===== src/rtl/mem_arb_pkg.sv =====
`default_nettype none
// ============================================================================
// Module   : mem_arb_pkg
// Purpose  : Shared types and constants for the MemUnit port arbiter.
// Revision : 1.0 - initial release
// ============================================================================
package mem_arb_pkg;

    typedef enum logic [1:0] {
        ARB_IDLE = 2'd0,
        ARB_OWN0 = 2'd1,
        ARB_OWN1 = 2'd2
    } arb_state_t;

    localparam logic       REQ_FETCH    = 1'b0;
    localparam logic       REQ_LS       = 1'b1;
    localparam logic [1:0] c_align_mask = 2'b11;

    function automatic logic is_aligned(input logic [1:0] addr_lsb);
        return (addr_lsb & c_align_mask) == 2'b00;
    endfunction

endpackage
`default_nettype wire


===== src/rtl/mem_arb_rr_pick.sv =====
`default_nettype none
// ============================================================================
// Module   : mem_arb_rr_pick
// Purpose  : Round-robin / ownership grant selection for two requesters.
// Revision : 1.0 - initial release
// ============================================================================
module mem_arb_rr_pick
    import mem_arb_pkg::*;
(
    input  logic       req0,
    input  logic       req1,
    input  logic       last_gnt,
    input  arb_state_t state,
    output logic [1:0] gnt
);

    always_comb begin
        gnt = 2'b00;
        case (state)
            ARB_IDLE: begin
                // On conflict the requester that did not win last time goes first
                if (req0 && req1) begin
                    gnt = (last_gnt == REQ_FETCH) ? 2'b10 : 2'b01;
                end else begin
                    gnt = {req1, req0};
                end
            end
            ARB_OWN0: gnt = {1'b0, req0};
            ARB_OWN1: gnt = {req1, 1'b0};
            default:  gnt = 2'b00;
        endcase
    end

endmodule
`default_nettype wire


===== src/rtl/mem_port_arbiter.sv =====
`default_nettype none
// ============================================================================
// Module   : mem_port_arbiter
// Purpose  : Shares one MemUnit port between fetch and load/store requesters
//            with round-robin arbitration, locking and registered responses.
//            Optional grant/conflict statistics: define MEM_ARB_STATS_EN.
// Revision : 1.0 - initial release
// ============================================================================
module mem_port_arbiter
    import mem_arb_pkg::*;
#(
    parameter int ADDR_W   = 32,
    parameter int DATA_W   = 32,
    parameter int MAX_HOLD = 8
) (
    input  logic              _clk,
    input  logic              _reset,
    input  logic              _req0,
    input  logic              _req1,
    input  logic              _we0,
    input  logic              _we1,
    input  logic [ADDR_W-1:0] _addr0,
    input  logic [ADDR_W-1:0] _addr1,
    input  logic [DATA_W-1:0] _wdata0,
    input  logic [DATA_W-1:0] _wdata1,
    input  logic              _lock0,
    input  logic              _lock1,
    output logic              gnt0_,
    output logic              gnt1_,
    output logic              rvalid0_,
    output logic              rvalid1_,
    output logic [DATA_W-1:0] rdata0_,
    output logic [DATA_W-1:0] rdata1_,
    output logic              err0_,
    output logic              err1_,
    output logic              mem_we_,
    output logic [ADDR_W-1:0] mem_vptr_,
    output logic [DATA_W-1:0] mem_sw_data_,
    input  logic [DATA_W-1:0] _mem_lw_data
`ifdef MEM_ARB_STATS_EN
    ,
    output logic [31:0]       grant_cnt0_,
    output logic [31:0]       grant_cnt1_,
    output logic [31:0]       conflict_cnt_
`endif
);

    localparam int HOLD_W = (MAX_HOLD < 1) ? 1 : $clog2(MAX_HOLD + 1);

    arb_state_t        r_state;
    arb_state_t        w_state_nxt;
    logic              r_last_gnt;
    logic              w_last_nxt;
    logic [HOLD_W-1:0] r_hold_cnt;
    logic [HOLD_W-1:0] w_hold_nxt;

    logic [1:0]        w_pick;
    logic [1:0]        w_gnt;
    logic              w_any_gnt;
    logic              w_gnt_idx;
    logic              w_sel_we;
    logic              w_sel_lock;
    logic [ADDR_W-1:0] w_sel_addr;
    logic [DATA_W-1:0] w_sel_wdata;
    logic              w_aligned;
    logic              w_load_ok;

    logic              w_owner;
    logic              w_owner_req;
    logic              w_owner_lock;
    logic              w_hold_done;

    logic              r_rvalid0;
    logic              r_rvalid1;
    logic              r_err0;
    logic              r_err1;
    logic [DATA_W-1:0] r_rdata0;
    logic [DATA_W-1:0] r_rdata1;

    mem_arb_rr_pick u_pick (
        .req0     (_req0),
        .req1     (_req1),
        .last_gnt (r_last_gnt),
        .state    (r_state),
        .gnt      (w_pick)
    );

    // Grants are forced low during reset so MemUnit contents survive init
    assign w_gnt     = _reset ? 2'b00 : w_pick;
    assign w_any_gnt = |w_gnt;
    assign w_gnt_idx = w_gnt[1];
    assign gnt0_     = w_gnt[0];
    assign gnt1_     = w_gnt[1];

    always_comb begin
        w_sel_we    = 1'b0;
        w_sel_lock  = 1'b0;
        w_sel_addr  = '0;
        w_sel_wdata = '0;
        if (w_gnt[0]) begin
            w_sel_we    = _we0;
            w_sel_lock  = _lock0;
            w_sel_addr  = _addr0;
            w_sel_wdata = _wdata0;
        end else if (w_gnt[1]) begin
            w_sel_we    = _we1;
            w_sel_lock  = _lock1;
            w_sel_addr  = _addr1;
            w_sel_wdata = _wdata1;
        end
    end

    assign w_aligned    = is_aligned(w_sel_addr[1:0]);
    assign w_load_ok    = !w_sel_we && w_aligned;
    assign mem_we_      = w_sel_we & w_aligned;
    assign mem_vptr_    = w_sel_addr;
    assign mem_sw_data_ = w_sel_wdata;

    assign w_owner      = (r_state == ARB_OWN1);
    assign w_owner_req  = w_owner ? _req1 : _req0;
    assign w_owner_lock = w_owner ? _lock1 : _lock0;
    assign w_hold_done  = (int'(r_hold_cnt) + 1) >= MAX_HOLD;

    always_ff @(posedge _clk or posedge _reset) begin
        if (_reset) begin
            r_state    <= ARB_IDLE;
            r_last_gnt <= REQ_LS;
            r_hold_cnt <= '0;
        end else begin
            r_state    <= w_state_nxt;
            r_last_gnt <= w_last_nxt;
            r_hold_cnt <= w_hold_nxt;
        end
    end

    always_comb begin
        w_state_nxt = r_state;
        w_last_nxt  = r_last_gnt;
        w_hold_nxt  = r_hold_cnt;
        if (w_any_gnt) begin
            w_last_nxt = w_gnt_idx;
        end
        case (r_state)
            ARB_IDLE: begin
                w_hold_nxt = '0;
                if (w_any_gnt && w_sel_lock) begin
                    w_state_nxt = w_gnt_idx ? ARB_OWN1 : ARB_OWN0;
                end
            end
            ARB_OWN0, ARB_OWN1: begin
                // Leaving ownership leaves last_gnt on the owner, so the
                // other requester takes the next conflict
                if (!w_owner_req || !w_owner_lock || w_hold_done) begin
                    w_state_nxt = ARB_IDLE;
                    w_hold_nxt  = '0;
                    w_last_nxt  = w_owner;
                end else begin
                    w_hold_nxt = r_hold_cnt + HOLD_W'(1);
                end
            end
            default: begin
                w_state_nxt = ARB_IDLE;
                w_hold_nxt  = '0;
            end
        endcase
    end

    always_ff @(posedge _clk or posedge _reset) begin
        if (_reset) begin
            r_rvalid0 <= 1'b0;
            r_rvalid1 <= 1'b0;
            r_err0    <= 1'b0;
            r_err1    <= 1'b0;
            r_rdata0  <= '0;
            r_rdata1  <= '0;
        end else begin
            r_rvalid0 <= w_gnt[0];
            r_rvalid1 <= w_gnt[1];
            r_err0    <= w_gnt[0] & !w_aligned;
            r_err1    <= w_gnt[1] & !w_aligned;
            if (w_gnt[0]) begin
                r_rdata0 <= w_load_ok ? _mem_lw_data : '0;
            end
            if (w_gnt[1]) begin
                r_rdata1 <= w_load_ok ? _mem_lw_data : '0;
            end
        end
    end

    assign rvalid0_ = r_rvalid0;
    assign rvalid1_ = r_rvalid1;
    assign err0_    = r_err0;
    assign err1_    = r_err1;
    assign rdata0_  = r_rdata0;
    assign rdata1_  = r_rdata1;

`ifdef MEM_ARB_STATS_EN
    logic [31:0] r_grant_cnt0;
    logic [31:0] r_grant_cnt1;
    logic [31:0] r_conflict_cnt;

    // At most one port is granted, so a cycle with both requesting always denies one
    always_ff @(posedge _clk or posedge _reset) begin
        if (_reset) begin
            r_grant_cnt0   <= '0;
            r_grant_cnt1   <= '0;
            r_conflict_cnt <= '0;
        end else begin
            if (w_gnt[0] && (r_grant_cnt0 != '1)) begin
                r_grant_cnt0 <= r_grant_cnt0 + 32'd1;
            end
            if (w_gnt[1] && (r_grant_cnt1 != '1)) begin
                r_grant_cnt1 <= r_grant_cnt1 + 32'd1;
            end
            if (_req0 && _req1 && (r_conflict_cnt != '1)) begin
                r_conflict_cnt <= r_conflict_cnt + 32'd1;
            end
        end
    end

    assign grant_cnt0_   = r_grant_cnt0;
    assign grant_cnt1_   = r_grant_cnt1;
    assign conflict_cnt_ = r_conflict_cnt;
`endif

endmodule
`default_nettype wire


===== config.mk =====
export PLATFORM = sky130hd
export DESIGN_NAME = mem_port_arbiter
export DESIGN_NICKNAME = d
export VERILOG_FILES = /design/src/rtl/mem_arb_pkg.sv /design/src/rtl/mem_arb_rr_pick.sv /design/src/rtl/mem_port_arbiter.sv
export SDC_FILE = /design/constraint.sdc
export NUM_CORES = 1
export LEC_CHECK = 0
export CORE_AREA = 4 4 116 118
export DETAILED_ROUTE_END_ITERATION = 12
export DIE_AREA = 0 0 120 122
export GPL_ROUTABILITY_DRIVEN = 0
export PLACE_DENSITY = 0.76
export SYNTH_ARGS = -nofsm -noshare
export SYNTH_HDL_FRONTEND = slang
export SYNTH_SLANG_ARGS = --single-unit

===== constraint.sdc =====
create_clock -name _clk -period 5.3 [get_ports _clk]
set_clock_uncertainty 0.2 [all_clocks]
set_input_delay 1.06 -clock _clk [delete_from_list [all_inputs] [get_ports _clk]]
set_output_delay 1.06 -clock _clk [all_outputs]
set_load 0.05 [all_outputs]

# Yosys cells after proc, flatten, opt, wreduce, memory -nomap -nowiden
# Index checks and enable logic that the tools add are counted.
classes:
  add_sub_neg: 2
  order_cmp: 1
  n_eq_ne: 4
  n_mux: 24
  bitwise: 3
  n_reduce_logical: 14
ops:
  columns: ["operator", "n"]
  rows:
  - ["$mux W32", 5]
  - ["$mux W2", 6]
  - ["$mux W1", 9]
  - ["$mux W4", 2]
  - ["$pmux W2 S3", 1]
  - ["$add A4 B1 Y5 const B", 1]
  - ["$ge A5 B4 Y1 const B", 1]
  - ["$add A4 B1 Y4 const B", 1]
  - ["$logic_not A1 Y1", 4]
  - ["$logic_not A2 Y1", 2]
  - ["$ne A2 B2 Y1 const B", 2]
  - ["$pmux W2 S2", 1]
  - ["$reduce_or A2 Y1", 2]
  - ["$and A1 B1 Y1", 3]
  - ["$logic_and A1 B1 Y1", 3]
  - ["$eq A2 B1 Y1 const B", 1]
  - ["$eq A2 B2 Y1 const B", 1]
  - ["$logic_or A1 B1 Y1", 2]
  - ["$reduce_and A2 Y1", 1]
word_totals:
  regBits: 75
  in_bits: 168
  output_inout_bits: 135
  elab_cells: 57

# Depth between registers and ports, before layout
# Gate-level depths: netlist of run 1.
logic_depth:
  ltp_word: 9
  depth_mapped: 9
  mapped_depth_nobuf: 8

# By module
# From an unflattened synthesis of run 1, not the netlist that was laid out.
unflattened:
  cells_unflattened: 385
  hier_area_um2: 3978.8
modules_own_cells:
  columns: ["mod", "n_inst", "cells_per_inst", "area_each_um2", "seq_area_each_um2"]
  rows:
  - ["mem_port_arbiter", 1, 381, 3946.3, 1878.1]
  - ["mem_arb_rr_pick", 1, 4, 32.5, 0.0]

# Worst setup path before layout of run 1
# No wires, ideal clock.
synth_timing:
  path_type: "input to output"
  from: "input _req1"
  to: "output mem_we_"
  arrival_time_ns: 3.106
  required_time_ns: 4.040
  slack_ns: 0.934
  path_stages: 6
  n_path_buf: 0
  path_cell_list: "or3b_1 -> nand3_1 -> o31ai_2 -> nand2_1 -> inv_1 -> nor3_1"
synth_via:
  elab_chain_len: 8
  elab_cells_between_ends: 10
  classes_between: "mux (7); bitwise (1); reduce/logical (2)"
synth_lines:
  columns: ["element", "line_no", "source"]
  rows:
  - ["from (decl)", "mem_port_arbiter.sv:19", "input logic _req1,"]
  - ["$logic_and A1 B1 Y1", "mem_arb_rr_pick.sv:22", "if (req0 && req1) begin"]
  - ["$mux W2", "mem_arb_rr_pick.sv:22", null]
  - ["$pmux W2 S3 *", "mem_arb_rr_pick.sv:19", "case (state)"]
  - ["$mux W2 *", "mem_port_arbiter.sv:89", "assign w_gnt = _reset ? 2'b00 : w_pick;"]
  - ["$mux W32", "mem_port_arbiter.sv:105", "end else if (w_gnt[1]) begin"]
  - ["$mux W32 *", "mem_port_arbiter.sv:100", "if (w_gnt[0]) begin"]
  - ["via mem_vptr_[1]", "mem_port_arbiter.sv:37", "output logic [ADDR_W-1:0] mem_vptr_,"]
  - ["$logic_not A2 Y1 *", "mem_arb_pkg.sv:20", "return (addr_lsb & c_align_mask) == 2'b00;"]
  - ["$and A1 B1 Y1 *", "mem_port_arbiter.sv:115", "assign mem_we_ = w_sel_we & w_aligned;"]
  - ["to (decl)", "mem_port_arbiter.sv:36", "output logic mem_we_,"]
# The timed path passes the listed nets; every way through them passes the cells marked *.

# Final worst setup path of run 1
layout_timing:
  from: "input _req1"
  to: "output mem_we_"
layout_via:
  elab_chain_len: 8
  elab_cells_between_ends: 10
  classes_between: "mux (7); bitwise (1); reduce/logical (2)"
layout_lines:
  columns: ["element", "line_no"]
  rows:
  - ["$logic_and A1 B1 Y1", "mem_arb_rr_pick.sv:22"]
  - ["$mux W2", "mem_arb_rr_pick.sv:22"]
  - ["$pmux W2 S3 *", "mem_arb_rr_pick.sv:19"]
  - ["$mux W2 *", "mem_port_arbiter.sv:89"]
  - ["$mux W32", "mem_port_arbiter.sv:105"]
  - ["$mux W32", "mem_port_arbiter.sv:100"]
  - ["$logic_not A2 Y1", "mem_arb_pkg.sv:20"]
  - ["$and A1 B1 Y1 *", "mem_port_arbiter.sv:115"]
# Mark *: on every way between the ends. The rest lies on a longest branch, timed or not.

==> results of run 1 <==
## Yosys cell counts, types with 2 or more instances
cell | instances | area share [%]
buf_1 | 6 | 0.63
a31oi_1 | 2 | 0.35
nand3_1 | 6 | 0.84
buf_2 | 10 | 1.4
a22o_1 | 126 | 31
o21a_1 | 3 | 0.63
dfrtp_1 | 74 | 52
buf_6 | 3 | 0.94
inv_1 | 8 | 0.84
o221ai_1 | 3 | 0.73
clkbuf_1 | 5 | 0.52
nor2_1 | 6 | 0.63
nand2_1 | 7 | 0.73
ha_1 | 6 | 2.1
o21ai_1 | 2 | 0.28
nand4_1 | 2 | 0.35
o21ai_0 | 3 | 0.42
## sequential cells by signal, indices dropped and copies added, names as in the netlist
signal / count
err0_: 1
err1_: 1
r_hold_cnt: 4
r_last_gnt: 1
r_state: 2
rdata0_: 32
rdata1_: 32
rvalid0_: 1
rvalid1_: 1
## layout by cell type (no fill, tap or decap), types with 2 or more instances in the layout
cell type / n
nand3_1: 6
inv_1: 7
o21a_1: 3
o21ai_0: 3
o221ai_1: 3
buf_12: 65
nand4_1: 2
buf_4: 6
clkdlybuf4s50_1: 238
nor2_1: 6
dfrtp_1: 74
a22o_1: 126
clkbuf_1: 2
a31oi_1: 2
nand2_1: 7
ha_1: 6
clkbuf_16: 9
o21ai_1: 2
inv_2: 2
clkinv_2: 2
## cell type report
type                            instances  area share, %
Timing Repair Buffer                  309          48.71
Tap cell                              172          2.811
Inverter                                9         0.4413
Clock inverter                          3         0.2288
Clock buffer                           11          3.040
Multi-Input combinational cell        187          20.24
Sequential cell                        75          24.53
## routing by layer
metal | part of all wire, % | up-vias | wire length [um] | global-route usage, %
met5 | 0.076 | - | 13 | 0
met4 | 1.9 | 2 | 327 | 6.729
met3 | 8.0 | 28 | 1362 | 6.592
met2 | 50 | 200 | 8503 | 36.78
met1 | 40 | 1951 | 6831 | 27.98
li1 | - | 1754 | - | -
## worst register-to-register path: cells and delay by family (launching register included)
kind / cells / cell delay (ns)
simple gates: 1 / 0.29
compound gates: 4 / 0.90
buf+inv: 3 / 0.80
flops: 1 / 0.41
fa+ha+maj: 1 / 0.31
## worst paths after layout
path	to	depth (start not counted)
max in group asynchronous	rdata0_[3]	3
min	rdata1_[17]	1
max reg2reg	rdata1_[26]	9
max	mem_we_	8
min reg2reg	rdata1_[17]	1
min in group asynchronous	err1_	2
## stage by stage
step	utilization [%]	total power [W]
after global routing	61.41	0.003671
after global placement	59.40	0.003000
after detailed placement	59.40	0.003031
after CTS	61.41	0.003568
after floorplan	-	0.002022
final	61.41	0.003545
## cell families (layout without fill, tap and decap cells)
kind of cell / after synthesis / in the layout
compound gates: 144 / 144
flops: 75 / 75
simple gates: 34 / 34
buf+inv: 34 / 332
fa+ha+maj: 6 / 6
other cells: 1 / 1
xor+xnor: 1 / 1
mux: 1 / 1
## power by group
group	switching [W]	internal (W)	leakage (nW)	total, W
Combinational	0.00131	0.000915	2.11	0.00222
Sequential	0.0000878	0.000712	1.02	0.000800
Clock	0.000212	0.000310	0.121	0.000521
==> results summary, run 1 <==
The area of the mapped netlist is 3593 um2. The power density over the cells came out at 463.1 nW/um2. Measured against the total synthesized area, the mux share comes to 0.2786%. After detailed routing, the average wire length per cell comes to 22.24 um. The number of I/O port buffers is 302. The synthesized netlist devotes 2.089% of its cell area to adder and majority cells.

The compound-cell area share of the yosys netlist is 34.78%. Final hold analysis gives a worst-case slack of 0.3021 ns. In this run, CTS created clock tree buffers numbering 9. The final-layout setup total negative slack came out at 0 ns. The routed wire length is 17040 um. The maximum number of pins on one net before global-route repair is 63. Dividing the detail-routed via count by the number of cells gives 5.137. The share of final-layout standard cells stronger than drive strength 1 is 15.66%.

The final worst-path setup slack is 0.5289 ns. The transition time at the pin with the least slew margin came out at 0.9898 ns. The final number of max-transition violations is 0. The net count of the finished layout came out at 765. The worst slew slack as a fraction of its limit came out at 33.92%. The hold path startpoint is rdata1_[17].

The share of the clock period used by the worst path after layout is 90.02%. The number of remaining DRC errors came out at 0. The area share of and/or/nand/nor cells after synthesis is 5.606%. The detailed router placed 3935 vias in this run. TritonCTS built the clock tree. The cell area after placement came out at 7405 um2. In this run the static leakage power is 3.251 nW. The post-synthesis async set-or-reset flop share came out at 100.0%. Yosys printed 0 warnings. After clock tree synthesis, the clock-pin slew on the worst setup and hold paths is 0.05 ns. The maximum fanout encountered on the critical timing path came out at 5. The worst setup path is launched from a primary input. The placed instance count is 752. The worst register-to-register path begins at r_state[1]. The number of levels in the clock H-tree is 3.

The overflow left after global routing came out at 0. Leaving out filler cells and counting taps, the final layout contains 766. The number of buffers and inverters on the critical path is 3. In this run, post-CTS repair resized a total of 0 instances.

The final hold violation count came out at 0. The number of nets handed over by synthesis was 470. The starting density of the core is 28.83%. The peak per-stage delay on the critical path is 0.83 ns. The die covers 14640 um2. The number of buffers added for setup after CTS is 0. The number of max-capacitance violations reported is 0. The family with the most delay on the worst path is buffers and inverters. Setup violations remaining at the end of the flow were counted as 0. The final critical delay including setup and external delays is 4.771 ns. For flop-to-flop paths, the worst setup slack is 2.34 ns. The total global routing track utilization is 22.16%. The die boundary height came out at 122 um.

The cell seen most often among critical-path stages is clkdlybuf4s50_1. Across the whole layout, storage elements account for 1878 um2. The area of the multi-input gates came out at 1549 um2.

By area, the combinational part of the netlist is dominated by compound AO/OA/AOI/OAI gates. The flow ran to the end, and the final reports show no timing, DRC or antenna violations. The CTS root buffer is clkbuf_16. Compared with the post-synthesis result, the final layout area differs by 113.0%. The fill cell instance count of the final layout is 968. Summing the sequential cell areas from Yosys gives 52.26% of the chip area. In this run, the number of DRC markers left after iteration 0 of detailed routing was 201.

The average instance in the mapped netlist occupies 12.14 um2. The via count of the first global-routing pass is 4226. The number of buffers inserted for hold repair after clock tree synthesis is 0. Setup repair after global routing left no endpoint under its margin. The antenna diode count came out at 0. The I/O pin count is 303. The synthesis-stage register bit count is 75.

The post-synthesis cell count came out at 296. The worst setup path is captured at a primary output. OpenSTA, run right after detailed placement, puts the worst setup slack at 0.5787 ns. The most common flop cell mapped by yosys is dfrtp_1. The count of standard-cell rows came out at 41. The clock sink count is 75. In this run, synthesis inferred 0 flip-flops with an integrated enable.

The count of unique library cells instantiated by Yosys came out at 41. The detailed-placement wirelength estimate is 13200 um. The signal on the critical path passes through clkdlybuf4s50_1, or3b_1, nand3_1, o31ai_2, nand2_1, inv_1, nor3_1, clkdlybuf4s50_1. After floorplanning, the core was sized to cover 12470 um2. The cell with the biggest individual delay on the critical path is clkdlybuf4s50_1. The kind of critical path is in -> out. The tightest min-delay check is of the reg -> reg type.

The finished layout cell area came out at 7655 um2. The critical path starts at _req1. The maximum clock insertion buffer count came out at 2.

The maximum achievable frequency came out at 0.2096 GHz. The first detailed-routing pass ran for 4 iterations. The global-route wire length before repair is 25300 um.

The number of nets with antenna violations after detailed routing is 0. The worst vdd rail ir drop came out at 374.5 uV. The area share of xor/xnor cells in the synthesized design came out at 0.2437%. The required time at the endpoint of the critical path came out at 4.04 ns. The die is 120 um wide. Data arrives at the worst endpoint at 3.51 ns. The worst-skew pair later-pin latency is 0.32 ns. The initial antenna violation count came out at 1.
Power figures use the tool's default switching activity.
==> inputs of run 2 (changes only) <==
--- a/config.mk
+++ b/config.mk
@@ -5,11 +5,11 @@
 export SDC_FILE = /design/constraint.sdc
 export NUM_CORES = 1
 export LEC_CHECK = 0
-export CORE_AREA = 4 4 116 118
+export CORE_AREA = 2 2 118 120
 export DETAILED_ROUTE_END_ITERATION = 12
 export DIE_AREA = 0 0 120 122
 export GPL_ROUTABILITY_DRIVEN = 0
-export PLACE_DENSITY = 0.76
+export PLACE_DENSITY = 0.71
 export SYNTH_ARGS = -nofsm -noshare
 export SYNTH_HDL_FRONTEND = slang
 export SYNTH_SLANG_ARGS = --single-unit
==> run 2 against run 1 <==
Count of clock-buffer cells in the layout is 2 higher. Die area did not move. Critical path depth stayed put. Largest cell class unchanged. Largest power group unchanged.
==> results summary, run 2 (synthesis gave the netlist of run 1 again) <==
The flow ran to the end, and the final reports show no timing, DRC or antenna violations. The I/O pin count is 303 (unchanged). The placed instance count was 761 (+1.2%). The final-layout setup total negative slack is 0 ns (unchanged).

The power after layout came out at 0.003698 W (+4.3%). Setup repair after global routing left no endpoint under its margin. The share of the clock period used by the worst path after layout came to 89.16% (-0.86 points). The maximum clock insertion buffer count came out at 2 (unchanged). CTS placed an instance of clkbuf_16 at the clock tree root.

The cell seen most often among critical-path stages is clkdlybuf4s50_1. The count of buffer and inverter cells on the critical path came out at 3 (unchanged). The number of DRC markers in iteration 0 came out at 193 (-4.0%).

The maximum number of pins on one net before global-route repair came to 63 (unchanged). The final worst hold slack was 0.2998 ns (-0.002250 ns). The die boundary height came out at 122 um (unchanged). The number of nets with antenna violations after detailed routing came out at 0 (unchanged). The cell with the biggest individual delay on the critical path is clkdlybuf4s50_1.

Leaving out fill and tap cells, the most frequent cell in the layout is clkdlybuf4s50_1. The final number of max-transition violations was 0 (unchanged). The peak per-stage delay on the critical path is 0.83 ns (about the same). The number of remaining DRC errors came out at 0 (unchanged).

The fill cell instance count of the final layout came out at 1098 (+13%). The cell depth of the worst flop-to-flop path came out at 9 (unchanged). The worst slew slack as a fraction of its limit is 40.33% (+6.4 points).

The overflow left after global routing is 0 (unchanged). The number of I/O port buffers came out at 302 (unchanged). Traced cell by cell, the critical path runs through clkdlybuf4s50_1, or3b_1, nand3_1, o31ai_2, nand2_1, inv_1, nor3_1, clkdlybuf4s50_1. The flop-to-flop setup slack came to 2.09 ns (-0.25 ns).

The top cell types in the final layout, fill and taps aside, are clkdlybuf4s50_1 (238), a22o_1 (126), dfrtp_1 (74), buf_12 (65), clkbuf_16 (9). The logic depth of the worst setup path including buffers came out at 8 (unchanged). The family with the most delay on the worst path is buffers and inverters. The initial antenna violation count came out at 0 (-1).

The transition time at the pin with the least slew margin is 0.8937 ns (-0.09610 ns). The total global routing track utilization was 22.03% (-0.12 points). The synthesis-to-layout area growth came out at 116.0%. The startpoint identified for the worst register-to-register timing path is r_state[0]. The non-filler instance count after layout is 777 (+1.4%). The critical path data arrival time is 3.47 ns (-0.04 ns). The worst setup path is captured at a primary output.

The post-cts repair resize count is 0 (unchanged). The final critical delay including setup and external delays came to 4.725 ns (-0.04566 ns). The via count of the first global-routing pass was 4112 (-2.7%). The average via count per standard cell came out at 5.131 (-0.11%). The number of buffers inserted during clock tree synthesis came out at 9 (unchanged). The power density over the cells is 476.5 nW/um2 (+2.9%). The maximum achievable frequency was 0.2116 GHz (+0.97%). The worst-skew pair later-pin latency is 0.33 ns (about the same). The antenna diode count is 0 (unchanged). The kind of critical path is in -> out. The global-route wire length before repair is 24700 um (-2.4%). The final design utilization came out at 57.47% (-3.9 points).

The endpoint identified for the worst register-to-register timing path is rdata1_[18]. The final routed wire length divided by cell count came out at 21.69 um (-2.5%). The worst vdd rail ir drop is 268.9 uV (-28%).

The core footprint is 13500 um2 (+8.3%). The critical path starts at _req1. The clock-pin slew on the worst setup and hold paths is 0.05 ns (about the same).

The share of final-layout standard cells stronger than drive strength 1 came out at 16.25% (+0.59 points). The final hold violation count came to 0 (unchanged). The count of standard-cell rows came out at 43 (+4.9%).

The number of levels in the clock H-tree came to 3 (unchanged). The required time at the endpoint of the critical path came out at 4.04 ns (about the same). The most critical setup path has its endpoint at mem_we_. TritonCTS built the clock tree.

The worst hold path begins at r_hold_cnt[0]. The die width is 120 um (unchanged). The tightest min-delay check is of the reg -> reg type. The static leakage came out at 3.301 nW (+1.5%). The routed wire length is 16850 um (-1.1%). The area enclosed by the die boundary was 14640 um2 (unchanged). The number of buffers inserted for hold repair after clock tree synthesis came to 0 (unchanged). The number of max-capacitance violations reported is 0 (unchanged). The number of buffers added for setup after CTS was 0 (unchanged). The clock sink count is 75 (unchanged). The worst setup path is launched from a primary input. The net count of the finished layout came to 766 (+0.13%). The overall via count from detail_route came out at 3987 (+1.3%). The detailed-placement wirelength estimate is 12880 um (-2.4%). The starting density of the core came to 26.61% (-2.2 points). The iteration count of the initial detailed-routing pass came out at 4 (unchanged).

The number of failing setup endpoints in the final timing report came out at 0 (unchanged). The maximum fanout encountered on the critical timing path came to 5 (unchanged).
-- run 2: worst min path at each step --
stage	end	slack (ns)	depth (start not counted)
6_report	r_hold_cnt[0]	0.30	1
5_1_grt	rdata0_[30]	0.32	1
4_1_cts	r_hold_cnt[0]	0.30	1
3_5_place_dp	rdata1_[7]	0.29	1
3_3_place_gp	r_hold_cnt[0]	0.27	1
2_1_floorplan	r_hold_cnt[0]	0.26	1
-- run 2: through the flow --
step	setup slack (ns)	area [um2]
finish	0.5745	7761
global route	0.4551	7761
CTS	0.6045	7761
detailed placement	0.6109	7422
global placement	0.6644	7422
floorplan	0.9341	3593
-- run 2: cell type report --
cell class / instances / area, um2 / share of cell area, %
Multi-Input combinational cell: 187 / 1549 / 19.96
Timing Repair Buffer: 310 / 3736 / 48.14
Clock buffer: 13 / 270.3 / 3.482
Sequential cell: 75 / 1878 / 24.20
Inverter: 9 / 33.78 / 0.4353
Clock inverter: 3 / 68.82 / 0.8867
Tap cell: 180 / 225.2 / 2.902
-- run 2: power breakdown --
part | leakage, nW | switching (W) | internal (W) | total [W]
Clock | 0.166 | 0.000225 | 0.000452 | 0.000677
Combinational | 2.12 | 0.00131 | 0.000917 | 0.00222
Sequential | 1.02 | 0.0000867 | 0.000712 | 0.000799
Total | 3.30 | 0.00162 | 0.00208 | 0.00370
-- run 2: worst register-to-register path, cell delays in order (launching register included) --
cell and delay [ns]:
dfrtp_1 0.41, inv_1 0.12, ha_1 0.30, a21boi_1 0.25, o21ai_1 0.16, or2_1 0.29, buf_4 0.28, a221oi_4 0.54
buf_4 0.40, a22o_1 0.20
-- run 2: routing by layer --
metal	global-route usage [%]	vias up	share of wire (%)
met2	40.02	209	52
met4	7.721	0	2.7
met5	0	-	0
li1	-	1766	-
met3	7.397	29	9.0
met1	23.92	1983	36
